[src/rtl/sram_slot_arbiter.sv]
// sram_slot_arbiter
// Shares the single external 16-bit SRAM port between the video shifter,
// the CPU bus and the debug host. Video owns phase 0 of every 16-pixel group.
// CPU and host take turns for the other phases. Each access is one cycle and
// is followed by a one-cycle reply pulse to the requester that was granted.
module sram_slot_arbiter #(
  parameter int         ADDR_W   = 18,
  parameter int         DATA_W   = 16,
  parameter logic [4:0] VID_BASE = 5'b00001
) (
  input  logic              clk_cpu,
  input  logic              reset_in,
  input  logic [3:0]        slot_phase,
  input  logic [12:0]       vid_addr,
  output logic              vid_load,
  input  logic              cpu_rd,
  input  logic              cpu_wt,
  input  logic [ADDR_W-1:0] cpu_adr,
  input  logic              cpu_byte,
  input  logic [DATA_W-1:0] cpu_wdata,
  output logic [DATA_W-1:0] cpu_rdata,
  output logic              cpu_reply,
  input  logic              host_rd,
  input  logic              host_wt,
  input  logic [ADDR_W-1:0] host_addr,
  input  logic [DATA_W-1:0] host_wdata,
  output logic [DATA_W-1:0] host_rdata,
  output logic              host_ack,
  output logic [ADDR_W-1:0] ram_addr,
  output logic [DATA_W-1:0] ram_dq_o,
  output logic              ram_dq_oe,
  input  logic [DATA_W-1:0] ram_dq_i,
  output logic              ram_oe_n,
  output logic              ram_we_n,
  output logic              ram_lb_n,
  output logic              ram_ub_n
);

  typedef enum logic [2:0] {
    ST_IDLE    = 3'd0,
    ST_CPU_RD  = 3'd1,
    ST_CPU_WR  = 3'd2,
    ST_HOST_RD = 3'd3,
    ST_HOST_WR = 3'd4,
    ST_DONE    = 3'd5
  } state_t;

  state_t              state_r;
  state_t              state_s;
  logic                rr_host_r;
  logic                grant_cpu_s;
  logic                grant_host_s;
  logic                cpu_req_s;
  logic                host_req_s;
  logic                phase_ok_s;
  logic                wr_next_s;
  logic [ADDR_W-1:0]   cpu_word_s;
  logic                ram_we_n_r;
  logic                ram_dq_oe_r;
  logic [DATA_W-1:0]   ram_dq_o_r;
  logic                cpu_reply_r;
  logic                host_ack_r;
  logic [DATA_W-1:0]   cpu_rdata_r;
  logic [DATA_W-1:0]   host_rdata_r;

  // A grant at phase 14 or 15 would put the access on phase 15 or 0, so
  // those edges are skipped; the CPU bus carries byte addresses.
  assign cpu_req_s  = cpu_rd | cpu_wt;
  assign host_req_s = host_rd | host_wt;
  assign phase_ok_s = (slot_phase != 4'd14) && (slot_phase != 4'd15);
  assign cpu_word_s = {1'b0, cpu_adr[ADDR_W-1:1]};
  assign wr_next_s  = (state_s == ST_CPU_WR) || (state_s == ST_HOST_WR);

  // State register; reset drops any access in flight.
  always_ff @(posedge clk_cpu or posedge reset_in) begin
    if (reset_in) begin
      state_r <= ST_IDLE;
    end else begin
      state_r <= state_s;
    end
  end

  // Next-state decode, arbitration and the combinational SRAM address/strobes.
  always_comb begin
    state_s      = state_r;
    grant_cpu_s  = 1'b0;
    grant_host_s = 1'b0;
    vid_load     = 1'b0;
    ram_addr     = {ADDR_W{1'b0}};
    ram_oe_n     = 1'b1;
    ram_lb_n     = 1'b0;
    ram_ub_n     = 1'b0;
    case (state_r)
      ST_IDLE: begin
        if (phase_ok_s && host_req_s && (rr_host_r || !cpu_req_s)) begin
          grant_host_s = 1'b1;
          state_s      = host_rd ? ST_HOST_RD : ST_HOST_WR;
        end else if (phase_ok_s && cpu_req_s) begin
          grant_cpu_s = 1'b1;
          state_s     = cpu_rd ? ST_CPU_RD : ST_CPU_WR;
        end else begin
          state_s = ST_IDLE;
        end
      end
      ST_CPU_RD, ST_CPU_WR: begin
        ram_addr = cpu_word_s;
        ram_oe_n = (state_r == ST_CPU_RD) ? 1'b0 : 1'b1;
        ram_lb_n = cpu_byte & cpu_adr[0];
        ram_ub_n = cpu_byte & ~cpu_adr[0];
        state_s  = ST_DONE;
      end
      ST_HOST_RD, ST_HOST_WR: begin
        ram_addr = host_addr;
        ram_oe_n = (state_r == ST_HOST_RD) ? 1'b0 : 1'b1;
        state_s  = ST_DONE;
      end
      ST_DONE: begin
        state_s = ST_IDLE;
      end
      default: begin
        state_s = ST_IDLE;
      end
    endcase
    // Video fetch owns phase 0 regardless of the FSM.
    if (slot_phase == 4'd0) begin
      vid_load = 1'b1;
      ram_addr = {VID_BASE, vid_addr};
      ram_oe_n = 1'b0;
      ram_lb_n = 1'b0;
      ram_ub_n = 1'b0;
    end else begin
      vid_load = 1'b0;
    end
  end

  // Round-robin pointer: after a grant the other requester gets priority.
  always_ff @(posedge clk_cpu or posedge reset_in) begin
    if (reset_in) begin
      rr_host_r <= 1'b0;
    end else if (grant_cpu_s) begin
      rr_host_r <= 1'b1;
    end else if (grant_host_s) begin
      rr_host_r <= 1'b0;
    end else begin
      rr_host_r <= rr_host_r;
    end
  end

  // Write strobe and data drive are flops so they cannot glitch.
  always_ff @(posedge clk_cpu or posedge reset_in) begin
    if (reset_in) begin
      ram_we_n_r  <= 1'b1;
      ram_dq_oe_r <= 1'b0;
      ram_dq_o_r  <= {DATA_W{1'b0}};
    end else begin
      ram_we_n_r  <= ~wr_next_s;
      ram_dq_oe_r <= wr_next_s;
      if (state_s == ST_CPU_WR) begin
        ram_dq_o_r <= cpu_wdata;
      end else if (state_s == ST_HOST_WR) begin
        ram_dq_o_r <= host_wdata;
      end else begin
        ram_dq_o_r <= ram_dq_o_r;
      end
    end
  end

  // Reply pulses land in DONE; read data is captured at the end of the access.
  always_ff @(posedge clk_cpu or posedge reset_in) begin
    if (reset_in) begin
      cpu_reply_r  <= 1'b0;
      host_ack_r   <= 1'b0;
      cpu_rdata_r  <= {DATA_W{1'b0}};
      host_rdata_r <= {DATA_W{1'b0}};
    end else begin
      cpu_reply_r <= (state_r == ST_CPU_RD) || (state_r == ST_CPU_WR);
      host_ack_r  <= (state_r == ST_HOST_RD) || (state_r == ST_HOST_WR);
      if (state_r == ST_CPU_RD) begin
        cpu_rdata_r <= ram_dq_i;
      end else begin
        cpu_rdata_r <= cpu_rdata_r;
      end
      if (state_r == ST_HOST_RD) begin
        host_rdata_r <= ram_dq_i;
      end else begin
        host_rdata_r <= host_rdata_r;
      end
    end
  end

  assign ram_we_n   = ram_we_n_r;
  assign ram_dq_oe  = ram_dq_oe_r;
  assign ram_dq_o   = ram_dq_o_r;
  assign cpu_reply  = cpu_reply_r;
  assign host_ack   = host_ack_r;
  assign cpu_rdata  = cpu_rdata_r;
  assign host_rdata = host_rdata_r;

endmodule

[config.mk]
export PLATFORM = sky130hd
export DESIGN_NAME = sram_slot_arbiter
export DESIGN_NICKNAME = d
export VERILOG_FILES = /design/src/rtl/sram_slot_arbiter.sv
export SDC_FILE = /design/constraint.sdc
export NUM_CORES = 1
export LEC_CHECK = 0
export ABC_AREA = 1
export ABC_CLOCK_PERIOD_IN_PS = 5700
export BUFFER_PORTS_ARGS = -buffer_cell sky130_fd_sc_hd__buf_2
export CAP_MARGIN = 20
export CORE_MARGIN = 3
export CORE_UTILIZATION = 30
export DETAILED_ROUTE_END_ITERATION = 6
export PLACE_DENSITY_LB_ADDON = 0.05
export SYNTH_ARGS = -nofsm -noshare
export SYNTH_HDL_FRONTEND = slang
export SYNTH_SLANG_ARGS = --single-unit
[constraint.sdc]
create_clock -name clk_cpu -period 5.7 [get_ports clk_cpu]
set_clock_uncertainty 0.2 [all_clocks]
set_input_delay 0.855 -clock clk_cpu [delete_from_list [all_inputs] [get_ports clk_cpu]]
set_output_delay 0.855 -clock clk_cpu [all_outputs]
set_load 0.02 [all_outputs]
==> flow_metrics.tcl, run 1 <==
set metrics [dict create \
    ys_seq_elements 56 \
    dr_total_vias 2942 \
    clock_path_buffers 2 \
    cp.arrival_ps 2320 \
    die_h_microns 104.7 \
    worstSkewPairLatency_ps 310 \
    synth_area_leaders "dfrtp_1 47%, nand2_1 17%, inv_1 7.3%, o21ai_0 6.7%, nand4_1 3.4%" \
    slew_violations 0 \
    nFillCells 1046 \
    h-tree-depth 2 \
    ant_nets 0 \
    final.setup.tns_ps 0 \
    grt_max_degree 57 \
    place_congestion 0.8400 \
    netlist.area_leader.share 0.4709 \
    grt_pass1_wl_microns 13670 \
    reg2reg_depth 8 \
    rsz0062_at_grt "no" \
    syn_to_final_growth_pct 36.56 \
    max-cap-violations 0 \
    ys_warn_count 0 \
    first_pass_iters 4 \
    nets 667 \
    cts_tree "yes" \
    hold_viol 0 \
    yosysTopAreaCell "dfrtp_1" \
    core_area_sq_mm 0.009371 \
    cts.sinks 56 \
    fmax_mhz 296.1 \
    post-cts-setup-buffers 0 \
    final_cell_mix "181 x buf_2, 130 x nand2_1, 56 x inv_1, 55 x dfrtp_1, 39 x o21ai_0" \
    irDropWorstVdd_mv 0.1835 \
    drt_iter0_markers 147 \
    antenna_found_initial 0 \
    final_common_cell "buf_2" \
    hold_class "flop to flop" \
    fin_crit_ps 3377 \
    syn_area_sq_mm 0.002923 \
    via_per_inst 4.270 \
    clock-root-buffer "clkbuf_8" \
    wl_microns 8569 \
    ios 182 \
    grt_pass1_vias 2772 \
    outcome "completed" \
    clk_pin_slew_worst_paths_ps 100 \
    diodes 0 \
    finalPower_mw 2.042 \
    synth_cell_types 28 \
    fp.dieW_microns 104.7 \
    dieArea_sq_mm 0.01096 \
    critPathKind "input pin to output pin" \
    grt_usage 0.1509 \
    post-place-ws_ps 2369 \
    io_buffers 181 \
    max_slew_margin 0.3787 \
    layout_worst_path_cycle_share 0.5924 \
    grt_overflow 0 \
    cp_max_fo 30 \
    synth_nets 496 \
    dp_hpwl_microns 6302 \
    tightest_slew_ps 929.7 \
    start_util 0.3119 \
    ff_latch_area_sq_mm 0.001403 \
    num_rows 35 \
    syn_inst 388 \
    drive_gt1_frac 0.3714 \
    cts_buffers 5 \
    power_density_mw_per_mm2 511.6 \
    ctsResizeCount 0 \
    cp.required_ps 4640 \
    setup_viol_count_final 0 \
    setup_ws_ps 2323 \
    syn_area_per_cell_sq_um 7.533 \
    multi_input_area_sq_mm 0.001175 \
    routedWlPerCell_microns 12.44 \
    critPathCaptureType "output pin" \
    ys_seq_area_frac 0.4799 \
    critPathLaunchType "input pin" \
    hold_depth 2 \
    leakage_nw 2.329 \
    drc 0 \
    cts_hold_buf 0 \
]
-- synthesized netlist by cell type (all sizes together) --
master  number
nand2      135
nor2        24
dfrtp       55
clkbuf       9
a21oi        4
o31ai        1
buf          9
nor3b        1
o21ai       49
a31oi       14
inv         62
nand4       17
clkinv       2
nand3        4
dfstp        1
nor3         1
-- flip-flops by register name (all words and copies together) (netlist names) --
name / cells
host_rdata: 16
state_r: 3
ram_dq_o: 16
ram_dq_oe: 1
ram_we_n: 1
cpu_reply: 1
host_ack: 1
cpu_rdata: 16
rr_host_r: 1
-- report_power, final --
group	switching (mW)	internal, mW
combinational	0.764	0.357
clock	0.144	0.0907
sequential	0.0970	0.589
total	1.00	1.04
-- logic make-up (layout without fill, tap and decap cells) --
kind of cell / Yosys count / after routing / share of synthesized area
and+or+nand+nor: 182 / 182 / 0.2787
buffers and inverters: 82 / 254 / 0.1182
AOI/OAI and AO/OA: 68 / 68 / 0.1233
DFF: 56 / 56 / 0.4799
-- final timing paths --
kind	startpoint	end	slack, ps
max	slot_phase[1]	ram_addr[14]	2320
min	cpu_rdata[9]$_DFFE_PP0P_	cpu_rdata[9]$_DFFE_PP0P_	290
max reg2reg	state_r[1]$_DFF_PP0_	ram_dq_o[12]$_DFFE_PP0P_	3660
min reg2reg	cpu_rdata[9]$_DFFE_PP0P_	cpu_rdata[9]$_DFFE_PP0P_	290
max in group asynchronous	reset_in	cpu_rdata[9]$_DFFE_PP0P_	4310
min in group asynchronous	reset_in	ram_dq_o[0]$_DFFE_PP0P_	520
-- stage by stage --
stage	hold slack [ps]	std cells	util	instance area (sq um)
after floorplan	298.9	388	-	2923
after global placement	260.7	681	0.4156	3895
after detailed placement	259.6	681	0.4156	3895
after CTS	289.5	689	0.4259	3991
after global routing	310.5	689	0.4259	3991
final	287.0	689	0.4259	3991
-- cell type report --
cell class,count,area share
Multi-Input combinational cell,250,0.2944
Timing Repair Buffer,182,0.2288
Clock inverter,3,0.006897
Tap cell,129,0.04044
Sequential cell,56,0.3514
Inverter,64,0.06082
Clock buffer,5,0.01724
-- layer usage --
| layer | routed length (microns) | vias to the layer above | part of all wire | track usage |
|---|---|---|---|---|
| li1 | - | 1555 | - | - |
| met1 | 3786 | 1277 | 0.44 | 0.1977 |
| met2 | 4148 | 103 | 0.48 | 0.2518 |
| met3 | 545 | 7 | 0.064 | 0.03644 |
| met4 | 89 | 0 | 0.010 | 0.03655 |
| met5 | 0 | - | 0 | 0 |
-- worst max-delay path, cell delays in order --
cell	delay, ps
buf_2	90
nor2_1	40
nand2_1	660
inv_1	270
a21oi_1	210
buf_2	190
No activity file was read; power rests on OpenSTA's default activity.
==> run 2: changes to the inputs <==
--- a/config.mk
+++ b/config.mk
@@ -6,7 +6,7 @@
 export NUM_CORES = 1
 export LEC_CHECK = 0
 export ABC_AREA = 1
-export ABC_CLOCK_PERIOD_IN_PS = 5700
+export ABC_CLOCK_PERIOD_IN_PS = 2780
 export BUFFER_PORTS_ARGS = -buffer_cell sky130_fd_sc_hd__buf_2
 export CAP_MARGIN = 20
 export CORE_MARGIN = 3
==> constraint.sdc (replaced) <==
create_clock -name clk_cpu -period 2.78 [get_ports clk_cpu]
set_clock_uncertainty 0.2 [all_clocks]
set_input_delay 0.417 -clock clk_cpu [delete_from_list [all_inputs] [get_ports clk_cpu]]
set_output_delay 0.417 -clock clk_cpu [all_outputs]
set_load 0.02 [all_outputs]
==> flow_metrics.tcl, run 2 (same netlist as run 1, synthesis figures left out) <==
set metrics [dict create \
    outcome "completed" \
    reg2reg_depth 3 \
    worst-r2r-setup-slack_ps 850 \
    clock-root-buffer "clkbuf_8" \
    post-cts-setup-buffers 0 \
    fin_area_sq_mm 0.004048 \
    dr_total_vias 2993 \
    wl_microns 8572 \
    h-tree-depth 2 \
    final_common_cell "buf_2" \
    dp_hpwl_microns 6409 \
    grt_usage 0.1519 \
    nFillCells 1020 \
    num_rows 35 \
    dieArea_sq_mm 0.01096 \
    power_density_mw_per_mm2 1051 \
    ant_nets 0 \
    syn_to_final_growth_pct 38.48 \
    via_per_inst 4.319 \
    nets 671 \
    rr_startpoint "state_r[2]$_DFF_PP0_" \
    critPathKind "flop to output pin" \
    hold_class "input pin to flop" \
    finish.utilization 0.4319 \
    cp.arrival_ps 1870 \
    drt_iter0_markers 166 \
    tightest_slew_ps 931.6 \
    core_area_sq_mm 0.009371 \
    cts_tree "yes" \
    clk_pin_slew_worst_paths_ps 100 \
    rsz0062_at_grt "no" \
    layout_worst_path_cycle_share 0.8942 \
    io_buffers 181 \
    critPathCaptureType "output pin" \
    cts.sinks 56 \
    critPathLaunchType "flop" \
    routedWlPerCell_microns 12.37 \
    grt_overflow 0 \
    irDropWorstVdd_mv 0.3464 \
    min_to "host_rdata[12]$_DFFE_PP0N_" \
    max-cap-violations 0 \
    cp_max_fo 18 \
    ios 182 \
    drc 0 \
    cp.required_ps 2160 \
    setup_viol_count_final 0 \
    hp-start "ram_dq_i[12]" \
    cts_buffers 5 \
    place_area_sq_mm 0.003930 \
    antenna_found_initial 0 \
    cp-startpoint "state_r[1]$_DFF_PP0_" \
    clock_path_buffers 2 \
    fmax_mhz 402.3 \
    diodes 0 \
    die_h_microns 104.7 \
    r2r_end "host_rdata[14]$_DFFE_PP0N_" \
    hold_depth 3 \
    fin_crit_ps 2486 \
    max_slew_margin 0.3774 \
    final.setup.tns_ps 0 \
    grt_pass1_wl_microns 13770 \
    first_pass_iters 4 \
    place_congestion 0.8109 \
    fp.dieW_microns 104.7 \
    hold_viol 0 \
    grt_max_degree 35 \
    final_cell_mix "181 x buf_2, 130 x nand2_1, 56 x inv_1, 55 x dfrtp_1, 39 x o21ai_0" \
    slew_violations 0 \
    drive_gt1_frac 0.3723 \
    worstSkewPairLatency_ps 300 \
    grt_pass1_vias 2888 \
    start_util 0.3119 \
    leakage_nw 2.360 \
]
==> run 2: cell types whose count changed in the layout (fill, tap and decap cells not counted) <==
cell,change
buf_4,+2
clkinvlp_4,-1
clkinv_4,-1
bufinv_16,+1
clkinv_2,+1
clkbuf_1,+1
buf_12,+1
inv_8,-1
dlygate4sd3_1,+1
==> run 2: power by group <==
| group | total (mW) | switching, mW | internal, mW |
|---|---|---|---|
| combinational | 2.32 | 1.57 | 0.753 |
| clock | 0.526 | 0.258 | 0.268 |
| sequential | 1.41 | 0.198 | 1.21 |
==> run 2: how the worst max path moves through the flow <==
stage	endpoint	cells past startpoint
2_1_floorplan	ram_lb_n	5
3_3_place_gp	ram_addr[7]	7
3_5_place_dp	ram_addr[9]	7
4_1_cts	ram_addr[9]	7
5_1_grt	ram_addr[6]	8
6_report	ram_addr[7]	7
==> run 2: layout make-up <==
| cell class | count | area [sq um] | area share |
|---|---|---|---|
| Clock buffer | 6 | 72.57 | 0.01793 |
| Clock inverter | 2 | 35.03 | 0.008655 |
| Inverter | 64 | 242.7 | 0.05997 |
| Multi-Input combinational cell | 250 | 1175 | 0.2903 |
| Sequential cell | 56 | 1403 | 0.3465 |
| Tap cell | 129 | 161.4 | 0.03988 |
| Timing Repair Buffer | 186 | 958.4 | 0.2368 |
==> run 2: per-layer routing <==
| metal | GRT usage | wire length [microns] |
|---|---|---|
| met1 | 0.1957 | 3721 |
| met2 | 0.2578 | 4197 |
| met3 | 0.03830 | 554 |
| met4 | 0.03374 | 98 |
| met5 | 0 | 0 |
==> run 2: per-stage QoR <==
step / hold WS (ps) / cells / setup slack, ps / total power [mW]
global placement: 258.8 / 684 / 651.1 / 3.760
finish: 171.3 / 693 / 294.2 / 4.254
floorplan: 298.9 / 388 / 732.8 / 2.975
detailed placement: 259.4 / 684 / 629.1 / 3.778
CTS: 156.8 / 693 / 269.8 / 4.330
global route: 168.9 / 693 / 22.79 / 4.608
==> run 2: what timing repair did <==
action	4_1_cts	5_1_grt
gates resized for setup	0	0
endpoints found under the hold margin	21	0
hold buffers	1	0
==> run 2: critical path: stages (launching register included) <==
cell,delay [ps]
dfrtp_1,410
inv_2,70
nand2_2,70
nand3_1,120
clkinv_1,440
nand2_1,180
a31oi_1,110
buf_2,180
